**src/rtl/clause_assignment_scanner.sv**
```systemverilog
// clause_assignment_scanner
// Scans a packed bus of clauses (each clause an OR of literal bits) one
// clause per cycle from a snapshot taken at start. Reports whether every clause
// is satisfied, how many are not, and the lowest index of an unsatisfied clause.
//
// Ports:
//   clk               : clock, all logic on posedge
//   rst_n             : synchronous active-low reset
//   start             : scan request, honoured only in IDLE or DONE
//   clauses_in        : packed clause bus, clause k at [k*NUM_VARS_PER_CLAUSE +: NUM_VARS_PER_CLAUSE]
//   busy              : high while scanning
//   done              : one-cycle pulse when results are published
//   sat               : all clauses satisfied
//   unsat_count       : number of unsatisfied clauses
//   first_unsat_valid : at least one clause unsatisfied
//   first_unsat_idx   : lowest unsatisfied clause index (0 when none)
module clause_assignment_scanner #(
    parameter int unsigned NUM_CLAUSES         = 16,
    parameter int unsigned NUM_VARS_PER_CLAUSE = 3
) (
    input  logic                                        clk,
    input  logic                                        rst_n,
    input  logic                                        start,
    input  logic [NUM_CLAUSES*NUM_VARS_PER_CLAUSE-1:0]  clauses_in,
    output logic                                        busy,
    output logic                                        done,
    output logic                                        sat,
    output logic [$clog2(NUM_CLAUSES+1)-1:0]            unsat_count,
    output logic                                        first_unsat_valid,
    output logic [((NUM_CLAUSES > 1) ? $clog2(NUM_CLAUSES) : 1)-1:0] first_unsat_idx
);

    localparam int unsigned BUS_W = NUM_CLAUSES * NUM_VARS_PER_CLAUSE;
    localparam int unsigned CNT_W = $clog2(NUM_CLAUSES + 1);
    localparam int unsigned IDX_W = (NUM_CLAUSES > 1) ? $clog2(NUM_CLAUSES) : 1;
    localparam logic [IDX_W-1:0] LAST_IDX = IDX_W'(NUM_CLAUSES - 1);

    typedef enum logic [1:0] {
        ST_IDLE = 2'd0,
        ST_SCAN = 2'd1,
        ST_DONE = 2'd2
    } state_e;

    state_e                         state_q, state_d;
    logic [BUS_W-1:0]               snap_q, snap_d;
    logic [IDX_W-1:0]               ptr_q, ptr_d;
    logic [CNT_W-1:0]               acc_cnt_q, acc_cnt_d;
    logic [IDX_W-1:0]               acc_idx_q, acc_idx_d;
    logic                           acc_vld_q, acc_vld_d;
    logic                           busy_q, busy_d;
    logic                           done_q, done_d;
    logic                           sat_q, sat_d;
    logic [CNT_W-1:0]               unsat_count_q, unsat_count_d;
    logic                           first_unsat_valid_q, first_unsat_valid_d;
    logic [IDX_W-1:0]               first_unsat_idx_q, first_unsat_idx_d;

    logic [NUM_VARS_PER_CLAUSE-1:0] cur_clause;
    logic                           clause_unsat;
    logic [CNT_W-1:0]               cnt_next;
    logic [IDX_W-1:0]               idx_next;
    logic                           vld_next;

    // Clause currently addressed by the scan pointer (snapshot only).
    always_comb begin
        cur_clause = '0;
        for (int unsigned k = 0; k < NUM_CLAUSES; k++) begin
            if (ptr_q == IDX_W'(k)) begin
                cur_clause = snap_q[k*NUM_VARS_PER_CLAUSE +: NUM_VARS_PER_CLAUSE];
            end
        end
    end

    // Accumulator values including the clause evaluated this cycle.
    always_comb begin
        clause_unsat = ~(|cur_clause);
        cnt_next     = acc_cnt_q + CNT_W'(clause_unsat);
        idx_next     = acc_idx_q;
        vld_next     = acc_vld_q;
        // Only the first unsatisfied clause records its index.
        if (clause_unsat && !acc_vld_q) begin
            idx_next = ptr_q;
            vld_next = 1'b1;
        end
    end

    // Next-state and registered-output logic.
    always_comb begin
        state_d             = state_q;
        snap_d              = snap_q;
        ptr_d               = ptr_q;
        acc_cnt_d           = acc_cnt_q;
        acc_idx_d           = acc_idx_q;
        acc_vld_d           = acc_vld_q;
        busy_d              = 1'b0;
        done_d              = 1'b0;
        sat_d               = sat_q;
        unsat_count_d       = unsat_count_q;
        first_unsat_valid_d = first_unsat_valid_q;
        first_unsat_idx_d   = first_unsat_idx_q;

        case (state_q)
            ST_IDLE, ST_DONE: begin
                if (start) begin
                    state_d   = ST_SCAN;
                    snap_d    = clauses_in;
                    ptr_d     = '0;
                    acc_cnt_d = '0;
                    acc_idx_d = '0;
                    acc_vld_d = 1'b0;
                    busy_d    = 1'b1;
                end else begin
                    state_d = ST_IDLE;
                end
            end

            ST_SCAN: begin
                acc_cnt_d = cnt_next;
                acc_idx_d = idx_next;
                acc_vld_d = vld_next;
                if (ptr_q == LAST_IDX) begin
                    // Last clause: publish all results together, pointer stays put.
                    state_d             = ST_DONE;
                    done_d              = 1'b1;
                    sat_d               = (cnt_next == '0);
                    unsat_count_d       = cnt_next;
                    first_unsat_valid_d = vld_next;
                    first_unsat_idx_d   = idx_next;
                end else begin
                    ptr_d  = ptr_q + IDX_W'(1);
                    busy_d = 1'b1;
                end
            end

            default: begin
                state_d = ST_IDLE;
            end
        endcase
    end

    // State and output registers with synchronous reset.
    always_ff @(posedge clk) begin
        if (!rst_n) begin
            state_q             <= ST_IDLE;
            snap_q              <= '0;
            ptr_q               <= '0;
            acc_cnt_q           <= '0;
            acc_idx_q           <= '0;
            acc_vld_q           <= 1'b0;
            busy_q              <= 1'b0;
            done_q              <= 1'b0;
            sat_q               <= 1'b0;
            unsat_count_q       <= '0;
            first_unsat_valid_q <= 1'b0;
            first_unsat_idx_q   <= '0;
        end else begin
            state_q             <= state_d;
            snap_q              <= snap_d;
            ptr_q               <= ptr_d;
            acc_cnt_q           <= acc_cnt_d;
            acc_idx_q           <= acc_idx_d;
            acc_vld_q           <= acc_vld_d;
            busy_q              <= busy_d;
            done_q              <= done_d;
            sat_q               <= sat_d;
            unsat_count_q       <= unsat_count_d;
            first_unsat_valid_q <= first_unsat_valid_d;
            first_unsat_idx_q   <= first_unsat_idx_d;
        end
    end

    assign busy              = busy_q;
    assign done              = done_q;
    assign sat               = sat_q;
    assign unsat_count       = unsat_count_q;
    assign first_unsat_valid = first_unsat_valid_q;
    assign first_unsat_idx   = first_unsat_idx_q;

endmodule
```
**config.mk**
```make
export PLATFORM = sky130hd
export DESIGN_NAME = clause_assignment_scanner
export DESIGN_NICKNAME = d
export VERILOG_FILES = /design/src/rtl/clause_assignment_scanner.sv
export SDC_FILE = /design/constraint.sdc
export NUM_CORES = 1
export LEC_CHECK = 0
export ABC_AREA = 1
export CAP_MARGIN = 40
export CORE_UTILIZATION = 50
export DETAILED_ROUTE_END_ITERATION = 12
export HOLD_SLACK_MARGIN = 0.03
export PLACE_DENSITY = 0.77
export SYNTH_ARGS = -nofsm -noshare
export SYNTH_HDL_FRONTEND = slang
export SYNTH_SLANG_ARGS = --single-unit
```
**constraint.sdc**
```tcl
create_clock -name clk -period 3.04 [get_ports clk]
set_input_delay 0.608 -clock clk [delete_from_list [all_inputs] [get_ports clk]]
set_output_delay 0.608 -clock clk [all_outputs]
set_load 0.01 [all_outputs]
```
* Word-level counts from Yosys, hierarchy flattened
Index checks and enable logic that the tools add are counted.
** Word-level totals
- Bits in registers :: 77
- Input bits :: 51
- Output and inout bits :: 13
- Logic and storage cells :: 81
** Cells by class
- $add $sub $neg :: 2
- Eq/ne operators :: 20
- Mux-type cells :: 33
- Bitwise gates (word level) :: 1
- Reductions and logical operators :: 13
** Operator list (count)
- $mux W3 :: 16
- $eq A4 B4 Y1 const B :: 8
- $eq A4 B3 Y1 const B :: 4
- $pmux W4 S2 :: 2
- $mux W4 :: 3
- $pmux W5 S2 :: 1
- $eq A4 B2 Y1 const B :: 2
- $reduce_and A2 Y1 :: 4
- $mux W1 :: 6
- $ne A2 B2 Y1 const B :: 3
- $add A5 B1 Y5 :: 1
- $logic_not A5 Y1 :: 1
- $mux W5 :: 1
- $add A4 B1 Y4 const B :: 1
- $eq A4 B1 Y1 const B :: 1
- $logic_not A4 Y1 :: 1
- $pmux W1 S2 :: 2
- $pmux W2 S2 :: 1
- $reduce_and A3 Y1 :: 1
- $reduce_or A3 Y1 :: 1
- $eq A2 B1 Y1 const B :: 1
- $eq A2 B2 Y1 const B :: 1
- $logic_not A2 Y1 :: 1
- $mux W2 :: 1
- 5 further kinds :: 5

* Depth between registers and ports, before layout
Gate-level depths: netlist of the first run.
- Depth after elaboration :: 22
- Gate-level depth with buffers :: 27
- Mapped depth without buffers :: 26

* Least setup slack after synthesis of the first run
No wires, ideal clock.
- Kind :: reg-to-reg
- Start :: register ptr_q[1]
- End :: register acc_cnt_q[4]
- Library setup time :: 0.071 ns
- Arrival :: 2.690 ns
- Required time :: 2.969 ns
- Setup slack :: 0.279 ns
- Stages on the path, launching flop included :: 27
- Buffers on the path :: 1
- Period minus slack after synthesis :: 2.761 ns
- Cells stage by stage :: dfxtp_1 > inv_1 > ha_1 > buf_2 > nand3_2 > o21ai_1 > clkinv_1 > nand3_1 > nand2_1 > nand2_1 > nand2_1 > nand2_1 > nand2_1 > nand2_1 > nand2_1 > nand2_1 > nor2_1 > nand3_1 > nand2_1 > nand2_2 > nand2_4 > ha_1 > ha_1 > nand3_1 > xor2_1 > or2_2 > a21oi_1
** On the way
- Longest elaborated chain between the ends :: 21
- Elaborated cells between the ends (all ways) :: 36
- Those cells by class :: 1 x add/sub; 15 x eq/ne; 17 x mux; 1 x bitwise; 2 x reduce/logical
** RTL lines
- start, declared :: RTL line 46 : logic [IDX_W-1:0] ptr_q, ptr_d;
- start signal, assigned :: RTL line 158 : ptr_q <= ptr_d;
- $logic_not A4 Y1 :: RTL line 67 : if (ptr_q == IDX_W'(k)) begin
- $mux W3 (15 in a row) :: RTL line 67
- $mux W3 * :: RTL line 67
- $reduce_or A3 Y1 * :: RTL line 75 : clause_unsat = ~(|cur_clause);
- $not A1 Y1 * :: RTL line 75
- $add A5 B1 Y5 * :: RTL line 76 : cnt_next = acc_cnt_q + CNT_W'(clause_unsat);
- $pmux W5 S2 * :: RTL line 101 : case (state_q)
- end signal, assigned :: RTL line 159 : acc_cnt_q <= acc_cnt_d;
- end, declared :: RTL line 47 : logic [CNT_W-1:0] acc_cnt_q, acc_cnt_d;
Mark *: on every way between the ends. The rest lies on a longest branch, timed or not.
A chain may end at the register's enable or synchronous reset.

* Worst setup path after layout of the first run
Ends and elaborated chain as after synthesis.

==> results of run 1 <==
==> power breakdown <==
part | internal [mW] | switching (mW) | total, mW
sequential | 1.07 | 0.0379 | 1.11
clock | 0.425 | 0.360 | 0.785
combinational | 0.174 | 0.216 | 0.390
total | 1.67 | 0.614 | 2.29
==> flip-flops by register name, indices dropped and copies added, names as in the netlist <==
register	count
busy	1
first_unsat_idx	4
snap_q	48
ptr_q	4
first_unsat_valid	1
unsat_count	5
acc_cnt_q	5
sat	1
acc_vld_q	1
acc_idx_q	4
done	1
state_q	2
==> logic make-up (layout without fill, tap and decap cells) <==
group | after synthesis | in the layout | share of synthesized area, %
AO/OA/AOI/OAI | 87 | 87 | 12.80
adder cells (fa/ha/maj) | 6 | 6 | 2.151
XOR/XNOR | 3 | 3 | 0.7531
buffers and inverters | 73 | 143 | 8.354
flip-flops | 77 | 77 | 44.17
AND/OR/NAND/NOR | 260 | 260 | 31.77
==> critical path: cells and delay by family (launching register included) <==
family          cells  cell delay (ns)
fa+ha+maj           3             0.48
flops               1             0.38
simple gates       14             1.51
compound gates      2             0.19
xor+xnor            1             0.18
buf+inv             1             0.08
==> worst max-delay path by stage <==
| stage | to | cells past startpoint | slack (ns) | start |
|---|---|---|---|---|
| floorplan | acc_cnt_q[4] | 26 | 0.28 | ptr_q[1] |
| global placement | acc_cnt_q[4] | 21 | 0.15 | ptr_q[1] |
| detailed placement | acc_cnt_q[4] | 21 | 0.01 | ptr_q[0] |
| CTS | acc_cnt_q[4] | 21 | 0.03 | ptr_q[0] |
| global route | acc_cnt_q[4] | 26 | -0.05 | ptr_q[1] |
| finish | acc_cnt_q[4] | 21 | 0.15 | ptr_q[1] |
==> layer usage <==
metal | share of wire, % | routed length, um
met1 | 46 | 3827
met2 | 47 | 3907
met3 | 5.6 | 466
met4 | 2.0 | 164
met5 | 0 | 0
==> layout by cell type, fill, tap and decap left out, types with 7 or more instances in the layout <==
| cell | instances |
|---|---|
| clkbuf_8 | 11 |
| a21oi_1 | 23 |
| inv_2 | 8 |
| nand2_2 | 7 |
| nand3_1 | 37 |
| buf_4 | 13 |
| inv_1 | 37 |
| nand2_1 | 77 |
| dfxtp_1 | 73 |
| nor2_1 | 118 |
| o21ai_0 | 58 |
| clkdlybuf4s50_1 | 63 |
==> layout make-up <==
cell class	count	area, um2	area share (%)
Clock buffer	13	158.9	3.501
Clock inverter	3	43.79	0.9647
Inverter	51	196.4	4.327
Multi-Input combinational cell	356	1760	38.78
Sequential cell	77	1551	34.18
Tap cell	80	100.1	2.205
Timing Repair Buffer	76	728.2	16.04
==> metrics by stage <==
| stage | power (mW) | setup WS [ns] | hold slack [ns] | TNS [ns] | utilization (%) |
|---|---|---|---|---|---|
| 2_1_floorplan | 1.351 | 0.2792 | 0.4246 | 0 | - |
| 6_report | 2.286 | 0.1499 | 0.4633 | 0 | 67.19 |
| 3_3_place_gp | 1.483 | 0.1476 | 0.4498 | 0 | 61.87 |
| 3_5_place_dp | 1.494 | 0.01181 | 0.4544 | 0 | 61.87 |
| 5_1_grt | 2.407 | -0.05169 | 0.4888 | -0.09133 | 67.19 |
| 4_1_cts | 2.267 | 0.02665 | 0.4659 | 0 | 64.94 |
==> timing repair <==
| item | CTS | global route |
|---|---|---|
| pin swaps | 0 | 11 |
| buffers inserted | 0 | 5 |
| gates cloned | 0 | 0 |
| endpoints found under the hold margin | 0 | 0 |
| endpoints found under the setup margin | 2 | 6 |
| resized for setup | 2 | 26 |
==> results.toml, run 1 <==
[global_route]
grt_pass1_wl_um = 14190
antenna_found_initial = 0
grt_max_degree = 59
globalRouteOverflowTotal = 0
top_usage_layer = "met2"
grt_pass1_vias = 3235
grtUsageMet2_pct = 39.71
gr-usage-met3_pct = 4.524
track_usage_pct = 24.08
grtUsageMet1_pct = 31.11

[placed_design]
dp_hpwl_um = 5777
place_area_um2 = 4180
place_inst = 635
routabilityCongestion = 0.8896
port_buffers = 63

[floorplan]
core_um2 = 6756
die_h_um = 85.54
die_area_um2 = 7317
num_rows = 30
start_util_pct = 51.65
io_pins = 64
die_x_um = 85.54

[synth]
synth-seq-cells = 77
async_reset_ff_share_pct = 0
synth_area_leaders = "dfxtp_1 (44%), nor2_1 (13%), o21ai_0 (8.3%)"
syn_nets = 563
yosys_warnings = 0
syn_area_um2 = 3490
yosysSeqAreaShare_pct = 44.17
post-synth-top-count-cell = "nor2_1"
synth_area_leader_cell = "dfxtp_1"
synth_common_cells = "nor2_1 (120), dfxtp_1 (77), nand2_1 (77)"
synthCells = 506
synth.distinct_cells = 30
synth_edf_count = 0
synth_top_area_share_pct = 44.17
syn_avg_cell_area_um2 = 6.896
synth_ff_type = "dfxtp_1"

[finish]
num-nets-final = 628
design_area_um2 = 4539
fill_cells = 579
syn_to_final_growth_pct = 30.08
diodes = 0
drive_above_1_share_pct = 11.63
fin_cells = 656

[setup_path]
crit_path_max_fanout = 8
r2r_end = "acc_cnt_q[4]"
r2r_cells = 21
crit_top_cell = "nand2_1"
crit_path_start_kind = "flip-flop"
worstReg2RegStart = "ptr_q[1]"
cp.arrival_ns = 3.16
crit_path_max_incr_delay_ns = 0.38
crit_type = "reg2reg"
cp_data_required_time_ns = 3.31
slowest_stage = "dfxtp_4"
cp_cell_sequence = "inv_4 > ha_4 > nand3_2 > or2_2 > nand2_1 > nand2_1 > nand2_1 > nand2_1 > nand2_1 > a21oi_1 > nor2_1 > nand3_1 > nand2_1 > nand2_2 > nand2_4 > ha_4 > ha_4 > nand3_4 > xor2_4 > or2_4 > a21oi_1"
ff2ff_setup_slack_ns = 0.15
end_kind = "flip-flop"

[timing]
period_share_pct = 95.07
slew_headroom_pct = 59.64
clock_skew_ns = 0.009351
fmax_mhz = 346.0
fin_crit_ns = 2.890
maxSlewViolCount = 0
max_slew.worst_pin.slew_ns = 0.6032
finalHoldViolCount = 0
setup_viol = 0

[cts]
cts.sinks = 77
path_clk_slew_ns = 0.08
tritoncts = "built"
cts_hold_buf = 0
cts_buffers = 9
clk_path_buf_depth = 2
h-tree-depth = 3
clock-root-buffer = "clkbuf_8"
insertion_delay_ns = 0.34

[routing]
drtIter0Drc = 197
wl_um = 8365
wire_per_inst_um = 12.75
via_count = 3406
dr.pass1.iters = 5
vias_per_cell = 5.192
ant_nets = 0
drcViolationCount = 0

[power_and_ir_drop]
power.density_nw_per_um2 = 503.6
p_leak_nw = 1.890
vdd_drop_max_v = 0.0003105

[hold_path]
whs_endpoint = "snap_q[12]"
min_path_type = "reg2reg"
min_from = "snap_q[12]"
worstHoldPathCells = 2

[run_status]
outcome = "finished, final reports clean"

[job]
max-cap-violations = 0
No activity file was read; power rests on OpenSTA's default activity.
==> run 2: changes to the inputs <==
--- a/config.mk
+++ b/config.mk
@@ -8,6 +8,7 @@
 export ABC_AREA = 1
 export CAP_MARGIN = 40
 export CORE_UTILIZATION = 50
+export CTS_BUF_LIST = sky130_fd_sc_hd__clkbuf_4
 export DETAILED_ROUTE_END_ITERATION = 12
 export HOLD_SLACK_MARGIN = 0.03
 export PLACE_DENSITY = 0.77
==> run 2 against run 1 <==
Global-route usage hardly changed. Final area is 1.8% lower. Via count shrank 0.79%. Hold slack better by 0.0072 ns. Non-clock buffer count rose by 1. Count of clock-buffer cells in the layout down 2. Core utilization down 1.2 points. Wire length down 2.1%. Fmax increased by 1.4%. Setup slack improved by 0.039 ns. Flip-flop and latch count unchanged.
==> results.toml, run 2 (same netlist as run 1, synthesis figures left out) <==
[routing]
wl_um = 8186
wire_per_inst_um = 12.46
drtIter0Drc = 118
drcViolationCount = 0
vias_per_cell = 5.143
ant_nets = 0
dr.pass1.iters = 4
via_count = 3379

[timing]
setup_tns_ns = 0
maxSlewViolCount = 0
finalHoldViolCount = 0
period_share_pct = 93.79
rsz0062_at_grt = "true"
slew_headroom_pct = 61.01
fmax_mhz = 350.7
fin_crit_ns = 2.851
max_slew.worst_pin.slew_ns = 0.5834
clock_skew_ns = 0.01960
setup_viol = 0
holdWs_ns = 0.4705

[global_route]
antenna_found_initial = 0
globalRouteOverflowTotal = 0
grt_pass1_wl_um = 14100
track_usage_pct = 24.07
grt_pass1_vias = 3185
grt_max_degree = 59

[cts]
insertion_delay_ns = 0.43
h-tree-depth = 3
cts_hold_buf = 0
clock-root-buffer = "clkbuf_4"
tritoncts = "built"
clk_path_buf_depth = 2
cts.sinks = 77
path_clk_slew_ns = 0.12
cts_buffers = 9

[placed_design]
dp_hpwl_um = 5777
port_buffers = 63
routabilityCongestion = 0.8896
place_inst = 635

[finish]
fill_cells = 592
top_register = "snap_q"
num-nets-final = 629
fin_cells = 657
syn_to_final_growth_pct = 27.72
diodes = 0
drive_above_1_share_pct = 11.61
layout_commonest_cell = "nor2_1"
largest_register_ffs = 48
most-common-layout-cells = "nor2_1 (119), nand2_1 (77), dfxtp_1 (73)"

[power_and_ir_drop]
power.density_nw_per_um2 = 471.7
vdd_drop_max_v = 0.0002727
p_leak_nw = 1.863
totalPowerFinal_mw = 2.102

[floorplan]
io_pins = 64
die_area_um2 = 7317
die_h_um = 85.54
die_x_um = 85.54
num_rows = 30
start_util_pct = 51.65
core_um2 = 6756

[setup_path]
cp.arrival_ns = 3.22
worstReg2RegStart = "ptr_q[0]"
r2r_end = "acc_cnt_q[4]"
cp_data_required_time_ns = 3.40
crit_path_max_fanout = 6
crit_path_start_kind = "flip-flop"
r2r_cells = 21
ff2ff_setup_slack_ns = 0.19
end_kind = "flip-flop"
crit_type = "reg2reg"

[hold_path]
whs_endpoint = "snap_q[2]"
min_from = "snap_q[2]"
worstHoldPathCells = 2
min_path_type = "reg2reg"

[job]
max-cap-violations = 0

[run_status]
outcome = "finished, final reports clean"
run 2: cell types whose count changed in the layout (fill, tap and decap cells not counted), moves of 2 or more:
cell / change
clkbuf_4: +11
clkbuf_8: -11
clkbuf_1: -2
clkinv_1: +2
nor2_2: -2
run 2: worst max-delay path: stages (launching register included):
cell,delay [ns]
dfxtp_4,0.39
inv_2,0.12
ha_4,0.18
inv_1,0.09
nor2_4,0.14
inv_2,0.06
or2_0,0.22
nand3_1,0.10
nand3_1,0.06
nand2_1,0.07
nand2_1,0.05
nand2_1,0.05
nand3_1,0.07
nand2_1,0.08
nand2_2,0.07
nand2_4,0.08
ha_4,0.14
ha_4,0.14
nand3_2,0.10
xor2_2,0.17
or2_2,0.28
a21oi_1,0.11
run 2: per-layer routing:
layer	global-route usage, %	up-vias	part of all wire, %
li1	-	1744	-
met1	31.21	1526	46
met2	39.78	88	46
met3	4.524	21	4.9
met4	9.545	0	2.4
met5	0	-	0
run 2: how the worst max path moves through the flow:
stage / slack (ns) / startpoint / endpoint
4_1_cts: 0.03 / ptr_q[0] / acc_cnt_q[4]
3_3_place_gp: 0.15 / ptr_q[1] / acc_cnt_q[4]
6_report: 0.19 / ptr_q[0] / acc_cnt_q[4]
3_5_place_dp: 0.01 / ptr_q[0] / acc_cnt_q[4]
2_1_floorplan: 0.28 / ptr_q[1] / acc_cnt_q[4]
5_1_grt: -0.1 / ptr_q[1] / acc_cnt_q[4]
run 2: timing repair:
action	CTS	global route
resized for setup	3	21
buffers inserted	0	6
pin swaps	0	6
endpoints found under the setup margin	2	6
run 2: report_power, final:
part           switching, mW  internal, mW  total (mW)
Clock                  0.344         0.265       0.608
Combinational          0.214         0.169       0.383
Sequential            0.0374          1.07        1.11
run 2: metrics by stage:
| step | instance area, um2 | utilization, % | setup WS, ns |
|---|---|---|---|
| after floorplan | 3490 | - | 0.2792 |
| after global placement | 4180 | 61.87 | 0.1476 |
| after detailed placement | 4180 | 61.87 | 0.01181 |
| after CTS | 4322 | 63.96 | 0.02690 |
| after global routing | 4457 | 65.96 | -0.09687 |
| final | 4457 | 65.96 | 0.1888 |
run 2: layout make-up:
type	instances	area [um2]	share of cell area, %
repair buffers	77	735.7	16.51
multi-input cells	356	1742	39.08
clock buffers	11	82.58	1.853
well taps	80	100.1	2.246
inverters	51	193.9	4.351
clock inverters	5	51.30	1.151
flip-flops and latches	77	1551	34.81
